**src/rtl/dual_view_read_sched.sv**
```systemverilog
// Dual-view read scheduler: issues SDRAM read strobes for the left/right windows,
// re-aligns returned RGB565 data and expands it to 10-bit components. Define
// DUAL_VIEW_SWAP_EN to allow a per-frame left/right port swap via SWAP.
module dual_view_read_sched #(
  parameter int WIN_W  = 320,
  parameter int WIN_H  = 240,
  parameter int RD_LAT = 1
) (
  input  logic        CLK,
  input  logic        RST,
  input  logic        FRAME_START,
  input  logic        VGA_DE,
  input  logic [10:0] X_ADDR,
  input  logic [10:0] Y_ADDR,
  input  logic        SWAP,
  input  logic [15:0] Read_DATA1,
  input  logic [15:0] Read_DATA2,
  output logic        Read1,
  output logic        Read2,
  output logic        RD_LOAD,
  output logic [9:0]  VGA_iRed,
  output logic [9:0]  VGA_iGreen,
  output logic [9:0]  VGA_iBlue,
  output logic        DE_OUT,
  output logic        CNT_ERR,
  output logic [1:0]  fsm_state
);

  typedef enum logic [1:0] {
    IDLE   = 2'd0,
    LOAD   = 2'd1,
    ACTIVE = 2'd2
  } state_t;

  localparam logic [10:0] X_SPLIT     = 11'(WIN_W);
  localparam logic [10:0] X_END       = 11'(2 * WIN_W);
  localparam logic [10:0] Y_END       = 11'(WIN_H);
  localparam logic [19:0] FRAME_READS = 20'(WIN_W * WIN_H);

  state_t      state;
  logic [18:0] cnt1;
  logic [18:0] cnt2;
  logic        swap_flag;
  logic [19:0] total1;
  logic [19:0] total2;

  logic                  hit1;
  logic                  hit2;
  logic                  issue;
  logic                  rd1_n;
  logic                  rd2_n;
  logic [1:0]            win_a;
  logic                  de_a;
  logic [RD_LAT:0][1:0]  psel_p;
  logic [RD_LAT:0]       de_p;

  assign fsm_state = state;

  // Read strobes are one-cycle requests with no back-pressure: a strobe high in
  // cycle c means port data for that pixel is valid RD_LAT cycles later.
  assign hit1  = VGA_DE && (X_ADDR < X_SPLIT) && (Y_ADDR < Y_END);
  assign hit2  = VGA_DE && (X_ADDR >= X_SPLIT) && (X_ADDR < X_END) && (Y_ADDR < Y_END);
  assign issue = (state == ACTIVE) && !FRAME_START;
  assign rd1_n = issue && (swap_flag ? win_a[1] : win_a[0]);
  assign rd2_n = issue && (swap_flag ? win_a[0] : win_a[1]);

  // Include a strobe counted on the same edge that samples FRAME_START.
  assign total1 = {1'b0, cnt1} + {19'd0, Read1};
  assign total2 = {1'b0, cnt2} + {19'd0, Read2};

  function automatic logic [29:0] expand565(input logic [15:0] d);
    return {d[4:0], 5'd0, d[10:5], 4'd0, d[15:11], 5'd0};
  endfunction

  always_ff @(posedge CLK or posedge RST) begin
    if (RST) begin
      state     <= IDLE;
      RD_LOAD   <= 1'b0;
      cnt1      <= '0;
      cnt2      <= '0;
      CNT_ERR   <= 1'b0;
      swap_flag <= 1'b0;
    end else begin
      RD_LOAD <= 1'b0;
      if (Read1 && (cnt1 != '1)) cnt1 <= cnt1 + 19'd1;
      if (Read2 && (cnt2 != '1)) cnt2 <= cnt2 + 19'd1;
      case (state)
        IDLE: begin
          if (FRAME_START) begin
            state   <= LOAD;
            RD_LOAD <= 1'b1;
          end
        end
        LOAD: begin
          state <= ACTIVE;
          cnt1  <= '0;
          cnt2  <= '0;
`ifdef DUAL_VIEW_SWAP_EN
          swap_flag <= SWAP;
`else
          swap_flag <= SWAP & 1'b0;
`endif
        end
        ACTIVE: begin
          if (FRAME_START) begin
            if ((total1 != FRAME_READS) || (total2 != FRAME_READS)) CNT_ERR <= 1'b1;
            state   <= LOAD;
            RD_LOAD <= 1'b1;
          end
        end
        default: state <= IDLE;
      endcase
    end
  end

  // Port select and DE ride alongside the strobes so the colour mux picks the
  // port whose data is valid in the cycle it registers the pixel.
  always_ff @(posedge CLK or posedge RST) begin
    if (RST) begin
      win_a      <= '0;
      de_a       <= 1'b0;
      Read1      <= 1'b0;
      Read2      <= 1'b0;
      psel_p     <= '0;
      de_p       <= '0;
      DE_OUT     <= 1'b0;
      VGA_iRed   <= '0;
      VGA_iGreen <= '0;
      VGA_iBlue  <= '0;
    end else begin
      win_a  <= {hit2, hit1};
      de_a   <= VGA_DE;
      Read1  <= rd1_n;
      Read2  <= rd2_n;
      psel_p <= {psel_p[RD_LAT-1:0], rd2_n, rd1_n};
      de_p   <= {de_p[RD_LAT-1:0], de_a};
      DE_OUT <= de_p[RD_LAT];
      case (psel_p[RD_LAT])
        2'b01:   {VGA_iRed, VGA_iGreen, VGA_iBlue} <= expand565(Read_DATA1);
        2'b10:   {VGA_iRed, VGA_iGreen, VGA_iBlue} <= expand565(Read_DATA2);
        default: {VGA_iRed, VGA_iGreen, VGA_iBlue} <= '0;
      endcase
    end
  end

endmodule

```
**config.mk**
```make
export PLATFORM = sky130hd
export DESIGN_NAME = dual_view_read_sched
export DESIGN_NICKNAME = d
export VERILOG_FILES = /design/src/rtl/dual_view_read_sched.sv
export SDC_FILE = /design/constraint.sdc
export NUM_CORES = 1
export LEC_CHECK = 0
export ABC_AREA = 1
export CAP_MARGIN = 20
export CORE_MARGIN = 2
export CORE_UTILIZATION = 40
export CTS_CLUSTER_DIAMETER = 80
export CTS_CLUSTER_SIZE = 12
export DETAILED_ROUTE_END_ITERATION = 8
export HOLD_SLACK_MARGIN = 0.08
export PLACE_DENSITY = 0.66
export RECOVER_POWER = 100
export SYNTH_ARGS = -nofsm -noshare
export SYNTH_HDL_FRONTEND = slang
export SYNTH_SLANG_ARGS = --single-unit
```
**constraint.sdc**
```tcl
create_clock -name CLK -period 2.6 [get_ports CLK]
set_input_delay 0.52 -clock CLK [delete_from_list [all_inputs] [get_ports CLK]]
set_output_delay 0.52 -clock CLK [all_outputs]
set_load 0.05 [all_outputs]
```
==> summary.txt <==
Pwr
  • VDD IR max: 0.0003035 V
  • Power density over the cells: 408.0 mW/mm²
  • Leakage power summed over all cells: 2.308 nW

Timing
  • Pin slew with the least headroom to its limit: 983.6 ps
  • Setup TNS: 0 ps
  • Number of slew-limit violations in the final report: 0
  • Time the final worst path needs with I/O delays and setup: 2357 ps
  • Number of setup violations in the final report: 0
  • Unrepaired setup endpoints after global routing: no
  • Slew Limit Headroom: 0.3443
  • Hold Fails Final Rpt: 0
  • Fin Clk Skew: 13.80 ps
  • Achievable frequency: 424.3 MHz
  • Period utilisation layout: 0.9064
  • Final Worst Setup Slack: 243.2 ps

Global route
  • Leftover overflow at the end of global routing: 0
  • Tot GR Track Use: 0.2066
  • Wire length of the first global-routing pass: 18,830 µm
  • Vias in the first global route: 3,981
  • Antenna violations before repair: 0
  • Pin count of the biggest net entering global routing: 34

Clock network
  • Hold buffers post-CTS: 0
  • H-tree levels: 3
  • Sinks on the clock net: 68
  • Largest buffer count on any clock path: 2
  • Number of instances resized during post-cts repair: 0
  • TritonCTS clock tree: done
  • Clk_lat worst skew: 360 ps
  • Clock-pin slew of the registers on the worst-case setup and hold paths: 80 ps
  • Clock root buffer master: sky130_fd_sc_hd__clkbuf_8
  • Cts bufs inserted: 9
  • Post-CTS setup buffers: 0

Setup path
  • Ordered list of cells on the worst path: clkbuf_1 -> dlygate4sd3_1
  • Data arrival time of the critical path: 1840 ps
  • Delay of the slowest critical-path stage: 910 ps
  • Type of the worst setup path: register to output port
  • Bufs and invs on worst path: 2
  • Cell at the slowest stage of the critical path: sky130_fd_sc_hd__dlygate4sd3_1
  • Nature of the critical path endpoint: output port
  • Crit start category: register
  • Gate family responsible for the most delay along the worst path: buffers and inverters
  • Crit path required time: 2080 ps
  • Worst-path fanout max: 3

Floorplan
  • Die Ht: 107.6 µm
  • Area enclosed by the die boundary: 0.01159 mm²
  • Effective utilization at floorplan: 0.4143
  • Die Width: 107.6 µm
  • CORE AREA: 0.01037 mm²
  • I/O pins: 96
  • Rows: 37

Cells and area
  • Area growth from synthesis to final layout: 21.78%
  • Count of fill cells added during filler insertion: 1,062
  • Ratio of cells with drive above 1 in the final layout: 0.05747
  • Net total in the final layout: 760
  • Ant. Diodes: 0
  • Reg area: 0.001702 mm²
  • Area of the multi-input gates: 0.002188 mm²

Detailed routing
  • Vias: 4,054
  • Count of TritonRoute iterations in the first routing pass: 4
  • DR DRC count: 0
  • Aggregate routed wire length: 10,940 µm
  • Average routed wire per standard cell: 13.15 µm
  • DR iter-0 viols: 146
  • Via-to-Cell Ratio: 4.873
  • Antenna violation net count after detailed routing: 0

Synth
  • Synth Instances: 619
  • Library cell occupying the most area in the post-synthesis netlist: sky130_fd_sc_hd__dfrtp_1
  • Synth area leaders: sky130_fd_sc_hd__dfrtp_1 40%, sky130_fd_sc_hd__nand2_1 15%, sky130_fd_sc_hd__nor2_1 7.3%
  • Fraction of the yosys area taken by sequential cells: 0.3960
  • Synthesis-stage register bit count: 68
  • Yosys synthesis warning count: 0
  • Library cells used by synthesis: 35
  • Top cell type's share of synthesized area: 0.3960
  • Synth Area per Inst: 6.941 µm²
  • Post-synth design cell area: 0.004297 mm²

Outcome
  • Run status: finished, final reports clean

Worst hold path
  • Class of the tightest hold or removal check: register to register

Place
  • Final weighted congestion in routability-driven placement: 0.9205
  • Post-placement setup slack: 341.7 ps
  • Port Buffers: 70
  • Post-detailed-placement half-perimeter wirelength: 8487 µm

Flow run
  • Number of max-cap violations: 0
-- cell usage in the layout (no fill, tap or decap), drive strengths merged, types with 2 or more instances in the layout --
cell           Yosys  final
nor2              99     99
o21a               2      2
nand4             17     17
conb               1     14
nand2            185    185
ha                10     10
clkinv             0      4
clkdlybuf4s50      0     43
xor2               2      2
dfrtp             68     68
inv               68     68
nor3              17     17
nand3             31     31
a31oi              3      3
o21ai             35     35
clkbuf             9     15
nand3b             2      2
dlygate4sd3        0     27
a21oi             48     48
-- final cells by class --
class | count | share of cell area
Clock buffer | 10 | 0.02439
Timing Repair Buffer | 75 | 0.1380
Clock inverter | 6 | 0.01243
Sequential cell | 68 | 0.3252
Multi-Input combinational cell | 469 | 0.4182
Inverter | 68 | 0.04926
Tap cell | 136 | 0.03252
-- routing by layer --
layer  global-route usage  wire (µm)  up-vias  part of all wire
met1               0.2594       4820     1873              0.44
met4              0.05495        115        0             0.011
li1                     -          -     2094                 -
met3              0.04116        427       10             0.039
met5                    0          0        -                 0
met2               0.3612       5579       77              0.51
-- where the power goes --
part           internal (mW)  switching, mW
clock network          0.442          0.418
registers               1.06        0.00427
logic                 0.0784          0.127
total                   1.59          0.549
-- registers in the layout (all words and copies together) (netlist names) --
register	flops
Read2	1
VGA_iGreen	6
de_p	2
RD_LOAD	1
de_a	1
psel_p	3
CNT_ERR	1
cnt1	19
win_a	2
fsm_state	2
cnt2	19
VGA_iRed	5
VGA_iBlue	5
DE_OUT	1
-- synthesized netlist by cell type --
cell type / n
sky130_fd_sc_hd__nand2_1: 176
sky130_fd_sc_hd__nor2_1: 83
sky130_fd_sc_hd__dfrtp_1: 68
sky130_fd_sc_hd__inv_1: 67
sky130_fd_sc_hd__a21oi_1: 47
sky130_fd_sc_hd__nand3_1: 30
sky130_fd_sc_hd__o21ai_0: 20
sky130_fd_sc_hd__nor3_1: 17
sky130_fd_sc_hd__nand4_1: 16
sky130_fd_sc_hd__buf_4: 14
sky130_fd_sc_hd__nor2_2: 14
sky130_fd_sc_hd__o21ai_1: 14
sky130_fd_sc_hd__ha_1: 10
sky130_fd_sc_hd__clkbuf_1: 9
sky130_fd_sc_hd__nand2_2: 7
sky130_fd_sc_hd__a31oi_1: 3
sky130_fd_sc_hd__buf_2: 2
sky130_fd_sc_hd__nand2_4: 2
sky130_fd_sc_hd__nand3b_1: 2
sky130_fd_sc_hd__o21a_1: 2
sky130_fd_sc_hd__xor2_1: 2
sky130_fd_sc_hd__a2111oi_0: 1
sky130_fd_sc_hd__a21oi_2: 1
sky130_fd_sc_hd__buf_1: 1
sky130_fd_sc_hd__buf_12: 1
sky130_fd_sc_hd__conb_1: 1
sky130_fd_sc_hd__inv_4: 1
sky130_fd_sc_hd__nand3_2: 1
sky130_fd_sc_hd__nand4_2: 1
sky130_fd_sc_hd__nor2_4: 1
sky130_fd_sc_hd__nor2_8: 1
sky130_fd_sc_hd__nor3b_1: 1
sky130_fd_sc_hd__nor4_1: 1
sky130_fd_sc_hd__o21ai_2: 1
sky130_fd_sc_hd__xnor2_1: 1
-- cell families after synthesis --
group,synth area share
xor gates and xnor gates,0.006116
adders and majority gates,0.02912
AOI/OAI and AO/OA,0.1083
DFF,0.3960
and+or+nand+nor,0.3593
buffers and inverters,0.1002
other,0.0008728
-- worst paths after layout --
| kind | from | to | slack [ps] | depth (start not counted) |
|---|---|---|---|---|
| setup / recovery | psel_p[0]$_DFF_PP0_ | Read1 | 240 | 2 |
| hold / removal | de_p[1]$_DFF_PP0_ | DE_OUT$_DFF_PP0_ | 350 | 0 |
| hold reg to reg | de_p[1]$_DFF_PP0_ | DE_OUT$_DFF_PP0_ | 350 | 0 |
| min in group asynchronous | RST | VGA_iGreen[4]$_DFF_PP0_ | 710 | 2 |
| max in group asynchronous | RST | cnt1[8]$_DFFE_PP0P_ | 560 | 3 |
| setup reg to reg | cnt1[0]$_DFFE_PP0P_ | CNT_ERR$_DFFE_PP0P_ | 320 | 15 |
-- through the flow --
step	instance area [µm²]	utilization	cells	power, mW	hold slack (ps)
after global placement	5094	0.4912	816	1.306	332.9
after CTS	5286	0.5098	832	2.175	354.4
after detailed placement	5094	0.4912	816	1.307	336.4
final	5233	0.5046	832	2.135	353.1
after floorplan	4345	-	632	1.215	331.2
after global routing	5233	0.5046	832	2.233	369.5
Power figures use the tool's default switching activity.
